### config.mk
export PLATFORM = sky130hd
export DESIGN_NAME = sequenciador_dampers
export DESIGN_NICKNAME = d
export VERILOG_FILES = /design/src/rtl/sequenciador_dampers.sv
export SDC_FILE = /design/constraint.sdc
export NUM_CORES = 1
export LEC_CHECK = 0
export BUFFER_PORTS_ARGS = -buffer_cell sky130_fd_sc_hd__buf_2
export CORE_ASPECT_RATIO = 0.5
export CORE_MARGIN = 1.5
export CORE_UTILIZATION = 30
export CTS_BUF_LIST = sky130_fd_sc_hd__clkbuf_4
export CTS_CLUSTER_DIAMETER = 100
export CTS_CLUSTER_SIZE = 28
export DETAILED_ROUTE_END_ITERATION = 6
export PLACE_DENSITY = 0.62
export SYNTH_ARGS = -nofsm -noshare
export SYNTH_HDL_FRONTEND = slang
export SYNTH_SLANG_ARGS = --single-unit
### constraint.sdc
create_clock -name clk -period 4.88 [get_ports clk]
set_input_delay 0.244 -clock clk [delete_from_list [all_inputs] [get_ports clk]]
set_output_delay 0.244 -clock clk [all_outputs]
set_load 0.005 [all_outputs]
### src/rtl/sequenciador_dampers.sv
// sequenciador_dampers: round-robin pressure-order checker for the six
// ventilation damper pairs. An inverted pair gets its damper opened alone for
// a settle window and is re-checked; a persistent inversion latches an alarm
// until acknowledged. Damper outputs are a Moore decode of state and idx, so
// at most one damper can be open.
module sequenciador_dampers #(
  parameter int SETTLE_CYC = 8,
  parameter int MAX_TRIES  = 3
) (
  input  logic              clk,
  input  logic              rst,
  input  logic signed [3:0] sensPresSC,
  input  logic signed [3:0] sensPresS1,
  input  logic signed [3:0] sensPresS2,
  input  logic signed [3:0] sensPresS3,
  input  logic signed [3:0] sensPresTubSR,
  input  logic signed [3:0] sensPresTubSS,
  input  logic signed [3:0] sensPresRea,
  input  logic              ackAlarme,
  output logic              damperRSR,
  output logic              damperS3SR,
  output logic              damperS23,
  output logic              damperS12,
  output logic              damperS3SS,
  output logic              damperSSSC,
  output logic              alarmeSonoroVentilacao,
  output logic [2:0]        falhaIdx,
  output logic              ocupado
);

  localparam int TW = (SETTLE_CYC > 1) ? $clog2(SETTLE_CYC) : 1;
  localparam logic [TW-1:0] TMR_LOAD  = TW'(SETTLE_CYC - 1);
  localparam logic [2:0]    TRIES_MAX = 3'(MAX_TRIES);

  typedef enum logic [1:0] {
    ST_SCAN  = 2'd0,
    ST_OPEN  = 2'd1,
    ST_CHECK = 2'd2,
    ST_ALARM = 2'd3
  } state_t;

  state_t          r_state, w_state;
  logic [2:0]      r_idx, w_idx;
  logic [2:0]      r_tries, w_tries;
  logic [TW-1:0]   r_timer, w_timer;
  logic [2:0]      r_falha, w_falha;

  logic signed [3:0] w_src, w_dst;
  logic              w_inv;
  logic [2:0]        w_idx_inc;
  logic [2:0]        w_falha_inc;
  logic [5:0]        w_dmp;

  // Select the source/destination pressures of the pair under test
  always_comb begin
    w_src = 4'sd0;
    w_dst = 4'sd0;
    case (r_idx)
      3'd0: begin w_src = sensPresTubSR; w_dst = sensPresRea;   end
      3'd1: begin w_src = sensPresS3;    w_dst = sensPresTubSR; end
      3'd2: begin w_src = sensPresS2;    w_dst = sensPresS3;    end
      3'd3: begin w_src = sensPresS1;    w_dst = sensPresS2;    end
      3'd4: begin w_src = sensPresTubSS; w_dst = sensPresS3;    end
      3'd5: begin w_src = sensPresSC;    w_dst = sensPresTubSS; end
      default: begin w_src = 4'sd0;      w_dst = 4'sd0;         end
    endcase
  end

  // Both operands are signed 4-bit, so -8 < 7 compares correctly; equal is an inversion
  assign w_inv       = (w_dst >= w_src);
  assign w_idx_inc   = (r_idx == 3'd5) ? 3'd0 : r_idx + 3'd1;
  assign w_falha_inc = (r_falha == 3'd5) ? 3'd0 : r_falha + 3'd1;

  // Next-state logic for the scan / open / check / alarm sequence
  always_comb begin
    w_state = r_state;
    w_idx   = r_idx;
    w_tries = r_tries;
    w_timer = r_timer;
    w_falha = r_falha;
    case (r_state)
      ST_SCAN: begin
        if (w_inv) begin
          w_state = ST_OPEN;
          w_tries = 3'd1;
          w_timer = TMR_LOAD;
        end else begin
          w_idx = w_idx_inc;
        end
      end
      ST_OPEN: begin
        if (r_timer == '0) w_state = ST_CHECK;
        else               w_timer = r_timer - 1'b1;
      end
      ST_CHECK: begin
        if (!w_inv) begin
          w_state = ST_SCAN;
          w_idx   = w_idx_inc;
          w_tries = 3'd0;
        end else if (r_tries < TRIES_MAX) begin
          w_state = ST_OPEN;
          w_tries = r_tries + 3'd1;
          w_timer = TMR_LOAD;
        end else begin
          w_state = ST_ALARM;
          w_falha = r_idx;
        end
      end
      ST_ALARM: begin
        if (ackAlarme) begin
          w_state = ST_SCAN;
          w_idx   = w_falha_inc;
          w_tries = 3'd0;
        end
      end
      default: w_state = ST_SCAN;
    endcase
  end

  // State registers with synchronous reset taking priority over everything
  always_ff @(posedge clk) begin
    if (rst) begin
      r_state <= ST_SCAN;
      r_idx   <= 3'd0;
      r_tries <= 3'd0;
      r_timer <= '0;
      r_falha <= 3'd0;
    end else begin
      r_state <= w_state;
      r_idx   <= w_idx;
      r_tries <= w_tries;
      r_timer <= w_timer;
      r_falha <= w_falha;
    end
  end

  // Moore output decode: one damper, selected by idx, while opening or checking
  always_comb begin
    ocupado = (r_state == ST_OPEN) || (r_state == ST_CHECK);
    w_dmp   = ocupado ? (6'd1 << r_idx) : 6'd0;
  end

  assign damperRSR              = w_dmp[0];
  assign damperS3SR             = w_dmp[1];
  assign damperS23              = w_dmp[2];
  assign damperS12              = w_dmp[3];
  assign damperS3SS             = w_dmp[4];
  assign damperSSSC             = w_dmp[5];
  assign alarmeSonoroVentilacao = (r_state == ST_ALARM);
  assign falhaIdx               = r_falha;

endmodule

==> summary by stage <==
Pwr
The worst supply voltage drop on vdd is around 180 uV. The power density over cell area is 675 nW/um2. The static leakage power is 0.000740 uW.

Placement
Routability-driven placement finished with a final weighted congestion of ~0.94. The number of placed instances, taps included, is around 280. The post-DP HPWL is 3.04 mm. The number of port buffers is 41.

STA
The largest clock skew in the final design is ~0.0066 ns. The number of endpoints failing setup at the final stage is 0. Dividing the final minimum period by the clock period gives about three quarters. The total count of hold-check failures in the final report is 0. The headroom to the max-slew limit is 50.4%.

The number of max-slew violations in the final report is 0. The aggregate negative setup slack is 0 ns. Setup repair after global routing left no endpoint under its margin.

Derived from the worst setup path, the maximum achievable clock frequency is ~270 MHz. At the pin with the least slew margin, the transition time is ~0.74 ns. The worst path needs 3.74 ns of the cycle, external delays included.

Synthesis
The number of enable flip-flop cells after synthesis is 0. The number of different library cells used by synthesis comes to slightly above 50. The post-synth design cell area is ~1500 um2. The share of the synthesized area in the top cell type is between 10% and 20%.

Synthesis produced a netlist whose cell count is approximately 190. The dominant cell type by area after synthesis is sky130_fd_sc_hd__dfxtp_1. In the synthesized netlist the async set-or-reset flop fraction comes to 0%. The post-synthesis net count is 230. The mean instance size in the synthesized netlist is between 7 and 8 um2. Summing the sequential cell areas from Yosys gives 19.2% of the chip area. Yosys attributes the largest share of cell area to sky130_fd_sc_hd__dfxtp_1 (19%), sky130_fd_sc_hd__ha_1 (12%), sky130_fd_sc_hd__a21oi_1 (5.5%). In the synthesized netlist the dominant register cell turns out to be sky130_fd_sc_hd__dfxtp_1. The count of warnings emitted by yosys is 0. After synthesis the netlist holds a flip-flop and latch count of 14.

Critical path
The start of the worst register-to-register path is r_idx[0]$_SDFFE_PP0P_. At the worst endpoint, the required time is just over 5 ns. The worst path arrival time is ~4 ns.

The capture point of the worst reg-to-reg path is r_tries[2]$_SDFFE_PP0P_. STA classifies the critical path startpoint as a flip-flop. By startpoint and endpoint, the worst setup path is classified as flip-flop to flip-flop. The critical-path maximum fanout is 21. Walking the worst path, the cells encountered are nor2_1, nor3b_1, a21oi_1, ha_1, or3b_4, a211oi_4, o41ai_1, o41ai_1, a21oi_1. The library cell contributing the largest single delay on the critical path is sky130_fd_sc_hd__dfxtp_1. The most critical setup path has its startpoint at r_idx[0]$_SDFFE_PP0P_. The worst register-to-register path has a setup slack of roughly 1.1 ns. In this run the worst setup path terminates at r_tries[2]$_SDFFE_PP0P_.

The largest single stage delay on the critical path is around 0.82 ns. Measured in cells, the most critical reg-to-reg path has a length of 9. The kind of capture point of the worst setup path is a flip-flop.

Global routing
The via count of the first global-routing pass was between 1000 and 1500. The global-route wire length before repair is approximately 6.4 mm. The pin count of the biggest net entering global routing is 22. The aggregate global-route resource usage is ~15%. The residual overflow from global routing is 0. The initial antenna violation count was 0.

Route
The residual DRC count is 0. In the final routed layout, each cell accounts on average for about 14 um. The number of routed nets with antenna violations is 0. In the routed layout, each cell is associated on average with a via count of roughly 5.4. Across all layers, the routed design uses 1561 vias. The number of detailed-routing iterations run before antenna repair is 4.

For this block, the routed nets add up to around 4 mm of wire. In this run, the number of DRC markers left after iteration 0 of detailed routing was 107.

Clocking
TritonCTS built the clock tree. The number of hold buffers added after CTS was 0. Clock-pin slew was measured on the worst setup and hold paths at about 0.10 ns. The root buffer cell is sky130_fd_sc_hd__clkbuf_4. Once the clock tree was built, the resizer swapped 0 gates to a different size.

The sink count of the clock tree is 14. Once the clock tree was built, the setup fixing pass inserted 0 buffers. The level count of the clock H-tree is 1.

Clock tree synthesis inserted a total of 3 buffers. The clock latency at the later pin of the worst-skew pair is 0.29 ns. The number of buffers on the longest clock path is 2.

Run
The max-capacitance violation count is 0.

Final layout
After filler insertion, the fill cell instance count of the layout stands at 470. The multi-input combinational cells in the finished layout cover a total of 1100 um2. From synthesis to final layout, the design area changed by 19.7%.

The net count of the finished layout is 267. The number of diodes added for antenna fixing is 0. The footprint of the flip-flops and latches is about 280 um2. The post-route non-filler standard cell count is approximately 290. The post-route netlist has 24.4% of its cells at a drive strength greater than 1.

Status
The flow ran to the end, and the final reports show no timing, DRC or antenna violations.

Die
The starting utilization of the core area is 32.2%. The core region is between 4000 and 5000 um2. Row generation in the floorplan step produced 17 rows. The count of pins on the block boundary is 42. The die outline width is between 100 and 150 um. The vertical die dimension is approximately 52 um. The floorplan step defined a die boundary enclosing ~5300 um2.

Worst hold path
Along the worst hold path, the cell count comes to 2. The kind of path behind the tightest hold check is input port to flip-flop.
[Yosys cell counts (3+ instances only)]
| library cell | n |
|---|---|
| sky130_fd_sc_hd__ha_1 | 14 |
| sky130_fd_sc_hd__nand2_1 | 11 |
| sky130_fd_sc_hd__clkbuf_1 | 10 |
| sky130_fd_sc_hd__nand2b_1 | 6 |
| sky130_fd_sc_hd__a31oi_1 | 5 |
| sky130_fd_sc_hd__and2_1 | 3 |
| sky130_fd_sc_hd__and3_1 | 3 |
| sky130_fd_sc_hd__dfxtp_1 | 14 |
| sky130_fd_sc_hd__a22oi_1 | 4 |
| sky130_fd_sc_hd__a21o_1 | 4 |
| sky130_fd_sc_hd__nor2_1 | 13 |
| sky130_fd_sc_hd__inv_1 | 8 |
| sky130_fd_sc_hd__nor2b_1 | 6 |
| sky130_fd_sc_hd__nor3_1 | 6 |
| sky130_fd_sc_hd__a211oi_1 | 6 |
| sky130_fd_sc_hd__nand3_1 | 3 |
| sky130_fd_sc_hd__mux2i_1 | 6 |
| sky130_fd_sc_hd__a21oi_1 | 16 |
| sky130_fd_sc_hd__a32oi_1 | 3 |
| sky130_fd_sc_hd__a211o_1 | 3 |
| sky130_fd_sc_hd__mux2_2 | 4 |
[metrics by stage]
stage	hold WS (ns)	power, uW	setup slack (ns)	area [um2]	util [%]
after CTS	0.288	1170	1.19	1750	38.6
after global placement	0.460	1070	1.35	1720	38.0
after global routing	0.291	1290	0.796	1750	38.6
after floorplan	0.316	896	1.34	1460	-
final	0.300	1180	1.14	1750	38.6
after detailed placement	0.474	1090	1.24	1720	38.0
[worst max-delay path: cells and delay by family (launching register included)]
family / cells / cell delay, ns
AO/OA/AOI/OAI: 5 / 1.20
adder cells (fa/ha/maj): 1 / 0.32
flip-flops: 1 / 0.82
AND/OR/NAND/NOR: 3 / 1.28
[sequential cells by signal, indices dropped and copies added, names as in the netlist]
name      flops
r_tries       3
r_idx         3
r_state       2
r_timer       3
falhaIdx      3
[worst min-delay path by stage]
stage                                  from                  endpoint  slack, ns
floorplan                               rst   r_state[0]$_SDFFE_PP0P_       0.32
global placement    r_timer[0]$_SDFFE_PP0P_   r_timer[0]$_SDFFE_PP0P_       0.46
detailed placement  r_timer[0]$_SDFFE_PP0P_   r_timer[0]$_SDFFE_PP0P_       0.47
CTS                                     rst  falhaIdx[2]$_SDFFE_PP0P_       0.29
global route                            rst  falhaIdx[2]$_SDFFE_PP0P_       0.29
finish                                  rst  falhaIdx[0]$_SDFFE_PP0P_       0.30
[cell type report]
class                           instances  share of cell area, %
Clock inverter                          1                  0.215
Inverter                                9                   1.93
Timing Repair Buffer                   43                   12.6
Tap cell                               66                   4.73
Sequential cell                        14                   16.0
Multi-Input combinational cell        151                   63.2
Clock buffer                            3                   1.29
[per-layer routing]
| metal | global-route usage (%) | wire length [um] | vias up |
|---|---|---|---|
| met5 | 0 | 0 | - |
| met4 | 4.40 | 44 | 0 |
| met3 | 3.33 | 208 | 6 |
| met2 | 25.4 | 1780 | 40 |
| met1 | 20.0 | 2000 | 735 |
| li1 | - | - | 780 |
[report_power, final]
group	switching, uW	internal [uW]	total, uW
Sequential	64.9	152	217
Combinational	510	380	889
Clock	42.4	29.7	72.2
Total	617	561	1180
[cell families after synthesis]
logic type               Yosys count  synth area share [%]
buffers and inverters             20                  5.15
AO/OA/AOI/OAI                     63                  31.6
XOR/XNOR                           1                 0.600
AND/OR/NAND/NOR                   62                  22.7
adder cells (fa/ha/maj)           14                  12.0
multiplexers                      11                  8.75
flip-flops                        14                  19.2
[cell usage in the layout (no fill, tap or decap), types with 3 or more instances in the layout]
cell,n
sky130_fd_sc_hd__buf_2,41
sky130_fd_sc_hd__a21oi_1,16
sky130_fd_sc_hd__ha_1,14
sky130_fd_sc_hd__dfxtp_1,14
sky130_fd_sc_hd__nor2_1,13
sky130_fd_sc_hd__nand2_1,11
sky130_fd_sc_hd__inv_1,8
sky130_fd_sc_hd__nor2b_1,6
sky130_fd_sc_hd__nand2b_1,6
sky130_fd_sc_hd__nor3_1,6
sky130_fd_sc_hd__a211oi_1,6
sky130_fd_sc_hd__mux2i_1,6
sky130_fd_sc_hd__a31oi_1,5
sky130_fd_sc_hd__a21o_1,4
sky130_fd_sc_hd__mux2_2,4
sky130_fd_sc_hd__a22oi_1,4
sky130_fd_sc_hd__a32oi_1,3
sky130_fd_sc_hd__nand3_1,3
sky130_fd_sc_hd__a211o_1,3
sky130_fd_sc_hd__and2_1,3
sky130_fd_sc_hd__and3_1,3
sky130_fd_sc_hd__clkbuf_4,3
Note: power is estimated with default switching activity, not from simulation.
